**src/rtl/oled_screen_mux.sv**
```systemverilog
// Registered screen selector for the 96x64 RGB565 OLED path; screen changes commit only at frame_begin.
// Define OLED_MUX_WIPE_EN to replace hard cuts with a left-to-right wipe of WIPE_STEP columns per frame.
module oled_screen_mux #(
  parameter int                     NUM_SCREENS  = 11,
  parameter int                     SEL_W        = 4,
  parameter logic [NUM_SCREENS-1:0] VALID_MASK   = 11'h77B,
  parameter logic [15:0]            BLANK_COLOUR = 16'h0000,
  parameter int                     WIPE_STEP    = 16
) (
  input  logic                      clk,
  input  logic                      reset,
  input  logic [SEL_W-1:0]          machine_state,
  input  logic [NUM_SCREENS*16-1:0] screen_data,
  input  logic [12:0]               pixel_index,
  input  logic                      frame_begin,
  output logic [15:0]               oled_data,
  output logic [SEL_W-1:0]          active_sel,
  output logic                      switching,
  output logic                      state_dbg_o
);

  // Handshake: none. frame_begin is a 1-cycle strobe; pixel_index/screen_data are sampled every cycle.

  if (WIPE_STEP < 1 || WIPE_STEP > 96) begin : g_bad_step
    $error("WIPE_STEP must be in 1..96");
  end

  logic [15:0]      oled_data_q, oled_data_d;
  logic [SEL_W-1:0] active_sel_q;
  logic             in_range;

  function automatic logic [15:0] pix(input logic [SEL_W-1:0] s,
                                      input logic [NUM_SCREENS*16-1:0] data);
    logic [15:0] p;
    p = BLANK_COLOUR;
    for (int i = 0; i < NUM_SCREENS; i++) begin
      if (int'(s) == i && VALID_MASK[i]) p = data[16*i +: 16];
    end
    return p;
  endfunction

  assign in_range = (pixel_index < 13'd6144);

`ifdef OLED_MUX_WIPE_EN
  typedef enum logic {SHOW = 1'b0, WIPE = 1'b1} state_t;

  state_t           state_q;
  logic [SEL_W-1:0] target_q;
  logic [6:0]       boundary_q;
  logic [6:0]       col;
  logic [7:0]       boundary_next;

  assign col           = 7'(pixel_index % 13'd96);
  assign boundary_next = {1'b0, boundary_q} + 8'(WIPE_STEP);

  always_comb begin
    oled_data_d = BLANK_COLOUR;
    if (in_range) begin
      // Columns left of the boundary already show the incoming screen.
      if (state_q == WIPE && col < boundary_q) oled_data_d = pix(target_q, screen_data);
      else                                     oled_data_d = pix(active_sel_q, screen_data);
    end
  end

  always_ff @(posedge clk) begin
    if (reset) begin
      oled_data_q  <= 16'h0000;
      active_sel_q <= '0;
      target_q     <= '0;
      boundary_q   <= '0;
      state_q      <= SHOW;
    end else begin
      oled_data_q <= oled_data_d;
      if (frame_begin) begin
        case (state_q)
          SHOW: begin
            if (machine_state != active_sel_q) begin
              target_q   <= machine_state;
              boundary_q <= 7'(WIPE_STEP);
              state_q    <= WIPE;
            end
          end
          WIPE: begin
            if (boundary_next >= 8'd96) begin
              active_sel_q <= target_q;
              boundary_q   <= '0;
              state_q      <= SHOW;
            end else begin
              boundary_q <= boundary_next[6:0];
            end
          end
          default: state_q <= SHOW;
        endcase
      end
    end
  end

  assign switching   = (machine_state != active_sel_q) | (state_q == WIPE);
  assign state_dbg_o = (state_q == WIPE);
`else
  always_comb begin
    oled_data_d = BLANK_COLOUR;
    if (in_range) oled_data_d = pix(active_sel_q, screen_data);
  end

  // Only the SHOW state exists: every change is a hard cut at the frame boundary.
  always_ff @(posedge clk) begin
    if (reset) begin
      oled_data_q  <= 16'h0000;
      active_sel_q <= '0;
    end else begin
      oled_data_q <= oled_data_d;
      if (frame_begin && machine_state != active_sel_q) active_sel_q <= machine_state;
    end
  end

  assign switching   = (machine_state != active_sel_q);
  assign state_dbg_o = 1'b0;
`endif

  assign oled_data  = oled_data_q;
  assign active_sel = active_sel_q;

endmodule

```
**config.mk**
```make
export PLATFORM = sky130hd
export DESIGN_NAME = oled_screen_mux
export DESIGN_NICKNAME = d
export VERILOG_FILES = /design/src/rtl/oled_screen_mux.sv
export SDC_FILE = /design/constraint.sdc
export NUM_CORES = 1
export LEC_CHECK = 0
export BUFFER_PORTS_ARGS = -buffer_cell sky130_fd_sc_hd__buf_2
export CORE_UTILIZATION = 40
export CTS_CLUSTER_DIAMETER = 40
export DETAILED_ROUTE_END_ITERATION = 6
export PLACE_DENSITY = 0.81
export RECOVER_POWER = 25
export SYNTH_ARGS = -nofsm -noshare
export SYNTH_HDL_FRONTEND = slang
export SYNTH_SLANG_ARGS = --single-unit
```
**constraint.sdc**
```tcl
create_clock -name clk -period 4.6 [get_ports clk]
set_clock_uncertainty 0.1 [all_clocks]
set_input_delay 0.69 -clock clk [delete_from_list [all_inputs] [get_ports clk]]
set_output_delay 0.69 -clock clk [all_outputs]
set_load 0.1 [all_outputs]
```
==> results of run 1 <==
## logic make-up (layout without fill, tap and decap cells)
group,count (synthesis),count (layout),share of synthesized area [%]
mux,20,20,7.23
simple gates,126,126,28.2
xor+xnor,4,4,1.26
flops,20,20,14.5
other cells,1,1,0.135
buf+inv,62,198,9.94
compound gates,181,181,38.8
## power groups by stage
stage	Sequential [mW]	Clock, mW	Combinational [mW]
2_1_floorplan	0.308	0	0.178
3_3_place_gp	0.206	0	0.394
3_5_place_dp	0.207	0	0.399
5_1_grt	0.206	0.193	0.431
6_report	0.203	0.184	0.404
4_1_cts	0.203	0.185	0.401
## cells in the mapped netlist, types with 5 or more instances
cell | count | area [um2]
nor2_1 | 21 | 78.8
o21ai_0 | 80 | 400
a2bb2oi_1 | 13 | 114
nand2b_1 | 13 | 81.3
dfxtp_1 | 20 | 400
buf_2 | 16 | 80.1
a21o_1 | 13 | 97.6
nor3b_1 | 43 | 323
a21oi_1 | 47 | 235
nand3b_1 | 15 | 113
mux2i_1 | 20 | 200
inv_1 | 15 | 56.3
nor3_1 | 15 | 75.1
clkbuf_1 | 24 | 90.1
nor2b_1 | 5 | 31.3
a211oi_1 | 12 | 90.1
o2bb2ai_1 | 6 | 52.6
## cells in the final DEF, fill, tap and decap left out, drive strengths merged, types with 10 or more instances in the layout
cell / count
dfxtp: 20
nor3b: 43
buf: 171
nand3b: 15
o21ai: 80
mux2i: 20
nor3: 15
a2bb2oi: 13
clkbuf: 10
a21oi: 47
nor2: 21
a211oi: 13
a21o: 13
nand2b: 13
inv: 16
## state kept, by name, indices dropped and copies added, names as in the netlist
| register | count |
|---|---|
| oled_data | 16 |
| active_sel | 4 |
## stage by stage
stage | util (%) | cell area (um2) | hold WS [ns] | power (mW)
floorplan | - | 2770 | 0.662 | 0.486
CTS | 55.6 | 3630 | 0.570 | 0.788
global route | 55.4 | 3620 | 0.586 | 0.830
detailed placement | 54.5 | 3560 | 0.714 | 0.606
global placement | 54.5 | 3560 | 0.678 | 0.600
finish | 55.4 | 3620 | 0.577 | 0.790
## worst max-delay path, delay by kind of cell, from the launching register on
| family | cells | cell delay (ns) |
|---|---|---|
| buffers and inverters | 2 | 1.30 |
| DFF | 1 | 0.70 |
| xor gates and xnor gates | 1 | 0.16 |
| and+or+nand+nor | 1 | 0.13 |
## cell type report
class	count	area (um2)
sequential	20	405
tap	77	96.3
timing repair buffer	178	892
clock buffer	3	41.3
inverter	16	60.1
clock inverter	1	30.0
multi-input combinational	332	2090
fill	684	2910
## how the worst max path moves through the flow
stage,end,slack (ns),depth (start not counted)
after floorplan,switching,1.03,5
after global placement,switching,2.07,4
after detailed placement,switching,2.05,4
after CTS,switching,1.76,4
after global routing,switching,1.04,4
final,switching,1.25,4
## per-layer routing
layer | share of wire [%] | vias up
li1 | - | 1783
met1 | 48 | 1625
met2 | 43 | 199
met3 | 7.7 | 14
met4 | 1.4 | 0
met5 | 0 | -
==> results_dict.tcl, run 1 <==
set metrics [dict create \
    worst_pin_slew_ns 1.53 \
    die_w_um 85.2 \
    startpoint_type "register" \
    yosysSeqAreaShare_pct 14.5 \
    globalplace.congestion 0.887 \
    r2r.worst_path.cells 4 \
    synthFlopType "dfxtp_1" \
    num_vias 3621 \
    cp_max_fo 30 \
    diodes 0 \
    insertion_delay_ns 0.26 \
    coreArea_um2 6530 \
    final_hold_viol_count 0 \
    clockBufferDepth 2 \
    p_leak_nw 1.54 \
    met3_usage_pct 4.67 \
    grt.busiest_layer "met2" \
    final_layout_size_suffix_gt1_share_pct 33.1 \
    outcome "finished, violations left" \
    final_cells 627 \
    dieArea_um2 7260 \
    fmax_mhz 298 \
    r2r_end "oled_data[12]" \
    cp-startpoint "active_sel[2]" \
    slew_violations 52 \
    post-dp-hpwl_um 8000 \
    cap_violations 1 \
    crit_type "register to output port" \
    use_met2_pct 42.7 \
    syn_avg_cell_area_um2 6.69 \
    rows 29 \
    hold_path_class "input port to register" \
    post-place-ws_ns 2.05 \
    regToRegSetupSlack_ns 1.44 \
    power_frac_clock_pct 23.2 \
    hp-start "reset" \
    grtUsageMet1_pct 41.9 \
    initial_core_util_pct 42.4 \
    grt_usage_pct 28.4 \
    cp.arrival_ns 2.56 \
    failed_checks "max-capacitance violations, max-slew violations" \
    rsz0062_at_grt "false" \
    swShare_pct 44.1 \
    peakVddDrop_uv 87.4 \
    nNetsFinal 747 \
    ctsResizeCount 0 \
    async_reset_ff_share_pct 0 \
    critPathCaptureType "output port" \
    postCtsHoldBufs 0 \
    die_y_um 85.2 \
    routed_via_density 5.78 \
    fin_tns_setup_ns 0 \
    grt_pass1_vias 3276 \
    syn_area_um2 2770 \
    fin_ws_ns 1.25 \
    wl_um 10600 \
    area_growth_pct 30.7 \
    synth_edf_count 0 \
    first_pass_iters 5 \
    dpl.cell_count 623 \
    synth-seq-cells 20 \
    root_buffer "clkbuf_8" \
    p_sw_mw 0.349 \
    post_cts_buffers 0 \
    slew_headroom_pct -2.27 \
    cpPeakStageDelay_ns 0.87 \
    holdPathStages 2 \
    synthesis.nets 610 \
    finalSetupViolations 0 \
    drtIter0Drc 261 \
    path_clk_slew_ns 0.09 \
    cts_tree "built" \
    seq_power_share_pct 25.7 \
    critPathSlowestCell "clkbuf_1" \
    power_density_nw_per_um2 218 \
    required_ns 3.81 \
    crit_chain "clkbuf_1 > xnor2_1 > nand4_1 > buf_2" \
    fin_crit_sh_pct 72.8 \
    finalCriticalPeriod_ns 3.35 \
    overflow 0 \
    grt_max_degree 104 \
    min_to "active_sel[1]" \
    drtAntennaViolNets 0 \
    comb_power_share_pct 51.1 \
    ios 218 \
    cts_sinks 20 \
    wl_per_cell_um 17.0 \
    synth.distinct_cells 37 \
    drc_errors 0 \
    reg2reg_from "active_sel[0]" \
    numPortBuffers 173 \
    intPower_mw 0.442 \
    cts_made_buffers 3 \
    synth_cells 414 \
    htreeDepth 1 \
    synth_warnings 0 \
    antenna_found_initial 0 \
    grt_pass1_wl_um 16400 \
]
No activity file was read; power rests on OpenSTA's default activity.
==> run 2: changes to the inputs <==
ABC_AREA = 1   (was unset)
CORE_AREA = 2 2 84 86   (was unset)
CORE_UTILIZATION = unset   (was 40)
DIE_AREA = 0 0 86 88   (was unset)
PLACE_DENSITY = 0.73   (was 0.81)
clock period = 2.99 ns   (was 4.6 ns; I/O delays follow)
==> results_dict.tcl, run 2 <==
set metrics [dict create \
    outcome "completed" \
    crit_type "register to output port" \
    crit_chain "or2_1 > nand2_1 > nand4_1 > buf_2" \
    finalSetupViolations 0 \
    first_pass_iters 4 \
    synth_most_common_cell "nand2_1" \
    final_cells 580 \
    peakVddDrop_uv 171 \
    critPathCaptureType "output port" \
    cp.arrival_ns 1.66 \
    cts_tree "built" \
    rows 30 \
    insertion_delay_ns 0.26 \
    nNetsFinal 697 \
    final_hold_viol_count 0 \
    largest_register_ffs 16 \
    finalCriticalPeriod_ns 2.21 \
    numPortBuffers 173 \
    grt_max_degree 30 \
    syn_area_um2 1910 \
    synth_warnings 0 \
    path_clk_slew_ns 0.09 \
    root_buffer "clkbuf_8" \
    antenna_found_initial 0 \
    grt_pass1_wl_um 11800 \
    routed_via_density 4.66 \
    critPathSlowestCell "dfxtp_1" \
    synth_edf_count 0 \
    rsz0062_at_grt "false" \
    globalplace.congestion 0.884 \
    fin_crit_sh_pct 73.8 \
    yosysSeqAreaShare_pct 20.9 \
    ios 218 \
    slew_violations 0 \
    p_leak_nw 1.55 \
    synth.distinct_cells 25 \
    required_ns 2.44 \
    synth-seq-cells 20 \
    fin_ws_ns 0.784 \
    ctsResizeCount 0 \
    area_growth_pct 47.2 \
    async_reset_ff_share_pct 0 \
    syn_avg_cell_area_um2 5.69 \
    wl_um 7620 \
    cpPeakStageDelay_ns 0.65 \
    drtAntennaViolNets 0 \
    postCtsHoldBufs 0 \
    cts_sinks 20 \
    cts_made_buffers 3 \
    slew_headroom_pct 21.9 \
    diodes 0 \
    regArea_um2 404 \
    synthesis.nets 532 \
    synthFlopType "dfxtp_1" \
    power_density_nw_per_um2 391 \
    die_w_um 86 \
    startpoint_type "register" \
    synthTopCellsByCount "113 x nand2_1, 65 x nor2_1, 28 x nand3_1" \
    post-dp-hpwl_um 6310 \
    fmax_mhz 453 \
    multi_input_comb_area_um2 1280 \
    fillers 742 \
    cp_max_fo 10 \
    drc_errors 0 \
    dieArea_um2 7570 \
    wl_per_cell_um 13.1 \
    dpl.cell_count 576 \
    hold_path_class "input port to register" \
    grt_pass1_vias 2593 \
    final_layout_size_suffix_gt1_share_pct 39.4 \
    fin_tns_setup_ns 0 \
    post_cts_buffers 0 \
    cap_violations 0 \
    grt_usage_pct 20.1 \
    initial_core_util_pct 28.8 \
    yosys.area.top_type "nand2_1" \
    synth_top_area_share_pct 22.2 \
    synth_area_leaders "nand2_1 22%, dfxtp_1 21%, nor2_1 13%" \
    coreArea_um2 6640 \
    die_y_um 88 \
    htreeDepth 1 \
    post-place-ws_ns 1.08 \
    clockBufferDepth 2 \
    worst_pin_slew_ns 1.18 \
    final_cell_mix "167 x buf_2, 114 x nand2_1, 65 x nor2_1" \
    drtIter0Drc 98 \
    layout_commonest_cell "buf_2" \
    num_vias 2700 \
    overflow 0 \
    synth_cells 336 \
]
[run 2: routing by layer]
| metal | routed length [um] | up-vias | share of wire [%] | GRT usage (%) |
|---|---|---|---|---|
| met1 | 3030 | 1134 | 40 | 22.1 |
| met5 | 0 | - | 0 | 0 |
| met4 | 194 | 0 | 2.5 | 7.65 |
| met2 | 3690 | 158 | 48 | 37.8 |
| li1 | - | 1396 | - | - |
| met3 | 707 | 12 | 9.3 | 4.34 |
[run 2: report_power, final]
group / internal (mW) / switching [mW] / leakage [nW]
clock: 0.117 / 0.0974 / 0.0288
combinational: 0.162 / 0.411 / 1.35
sequential: 0.294 / 0.0199 / 0.166
[run 2: worst paths after layout]
check / startpoint / cells past startpoint / slack, ns / end
worst min register to register: active_sel[1] / 2 / 0.51 / active_sel[1]
worst max-delay path: active_sel[0] / 4 / 0.78 / switching
worst max register to register: active_sel[0] / 8 / 0.98 / oled_data[10]
worst min-delay path: reset / 2 / 0.32 / active_sel[1]
[run 2: final cells by class]
class	instances	area share, %
clock buffer	4	1.95
inverter	27	3.78
multi-input combinational	274	45.4
sequential	20	14.3
timing repair buffer	175	31.0
tap	80	3.55
[run 2: cells by family (layout without fill, tap and decap cells)]
kind of cell	count (synthesis)	after routing	synth area share, %
buffers and inverters	42	206	12.2
other	1	1	0.196
xor gates and xnor gates	3	3	1.37
and+or+nand+nor	243	243	57.7
AOI/OAI and AO/OA	27	27	7.59
DFF	20	20	20.9
[run 2: stage by stage]
stage	util (%)	power (mW)	area (um2)	hold WS [ns]
detailed placement	41.7	0.899	2770	0.508
floorplan	-	0.727	1920	0.420
CTS	42.6	1.12	2830	0.319
global placement	41.7	0.893	2770	0.501
finish	42.4	1.10	2820	0.321
global route	42.4	1.17	2820	0.330
[run 2: worst max-delay path: cells and delay by family (launching register included)]
family	cells	cell delay (ns)
buf+inv	1	0.44
flops	1	0.65
simple gates	3	0.30
==> run 3: changes to the inputs <==
clock period = 1.95 ns   (was 2.99 ns; I/O delays follow)
==> results_dict.tcl, run 3 (synthesis gave the netlist of run 2 again) <==
set metrics [dict create \
    outcome "completed" \
    num_vias 2657 \
    die_y_um 88 \
    route.met2.wl_um 3500 \
    wl_um 7190 \
    dieArea_um2 7570 \
    drc_errors 0 \
    routed.top_layer "met4" \
    cp_max_fo 10 \
    p_leak_nw 1.57 \
    path_clk_slew_ns 0.07 \
    routed_via_density 4.57 \
    crit_type "register to output port" \
    postCtsHoldBufs 0 \
    final_core_util_pct 42.8 \
    rows 30 \
    finalCriticalPeriod_ns 1.82 \
    slew_headroom_pct 63.3 \
    insertion_delay_ns 0.25 \
    total_power_mw 1.63 \
    final_layout_size_suffix_gt1_share_pct 41.0 \
    cts_made_buffers 3 \
    hold_path_class "input port to register" \
    fin_crit_sh_pct 93.1 \
    area_growth_pct 48.6 \
    cap_violations 0 \
    ios 218 \
    holdPathStages 2 \
    final_cell_mix "163 x buf_2, 113 x nand2_1, 65 x nor2_1" \
    antenna_found_initial 0 \
    wl_met1_um 3230 \
    cts_tree "built" \
    die_w_um 86 \
    clockBufferDepth 2 \
    power_density_nw_per_um2 573 \
    fmax_mhz 551 \
    startpoint_type "register" \
    ctsResizeCount 0 \
    peakVddDrop_uv 220 \
    post-dp-hpwl_um 6170 \
    nNetsFinal 699 \
    cts_sinks 20 \
    drtAntennaViolNets 0 \
    final_hold_viol_count 0 \
    critPathCaptureType "output port" \
    largest_register_ffs 16 \
    slew_violations 0 \
    r2r.worst_path.cells 9 \
    root_buffer "clkbuf_8" \
    grt_max_degree 30 \
    globalplace.congestion 0.881 \
    wl_met3_um 369 \
    finalSetupViolations 0 \
    coreArea_um2 6640 \
    first_pass_iters 4 \
    required_ns 1.56 \
    crit_chain "or2_1 > nand2_1 > nand4_1 > buf_2" \
    grt_pass1_wl_um 10800 \
    cpPeakStageDelay_ns 0.45 \
    diodes 0 \
    post_cts_buffers 0 \
    grt_usage_pct 17.8 \
    critPathSlowestCell "buf_2" \
    wl_per_cell_um 12.4 \
    worst_pin_slew_ns 0.552 \
    htreeDepth 1 \
    drtIter0Drc 73 \
    numPortBuffers 173 \
    overflow 0 \
    rsz0062_at_grt "false" \
    layout_commonest_cell "buf_2" \
    cp.arrival_ns 1.42 \
    grt_pass1_vias 2461 \
    initial_core_util_pct 28.8 \
]
==> run 3: stage by stage <==
step	std cells	cell area (um2)	hold WS, ns	setup TNS, ns	worst slack, ns
after global routing	582	2840	0.166	0	0.0490
after CTS	582	2840	0.146	0	0.122
after global placement	578	2800	0.419	0	0.301
after floorplan	336	1930	0.261	-3.21	-0.742
after detailed placement	578	2800	0.423	0	0.267
final	582	2840	0.157	0	0.135
==> run 3: report_power, final <==
group / switching (mW) / total, mW / internal, mW
sequential: 0.0318 / 0.482 / 0.451
clock: 0.126 / 0.266 / 0.140
combinational: 0.628 / 0.882 / 0.254
total: 0.786 / 1.63 / 0.844
==> run 3: area by class of cell <==
type	count	area [um2]
fillers	729	3800
multi-input cells	274	1280
repair buffers	177	896
flip-flops and latches	20	415
inverters	27	106
well taps	80	100
clock buffers	3	41.3
clock inverters	1	3.75
==> run 3: layer usage <==
metal	global-route usage, %	vias to the layer above
met3	1.04	10
met4	5.19	0
met1	23.6	1146
li1	-	1398
met5	0	-
met2	31.0	103
==> run 3: path summary, 6_finish.rpt <==
path	slack (ns)	from	end
worst max-delay path	0.13	active_sel[0]	switching
worst min-delay path	0.16	reset	active_sel[0]
worst max register to register	0.26	active_sel[3]	oled_data[8]
worst min register to register	0.53	active_sel[2]	active_sel[2]
==> run 3: critical path, delay by kind of cell (launching register included) <==
kind	cells	cell delay (ns)
buf+inv	1	0.45
flops	1	0.44
simple gates	3	0.27
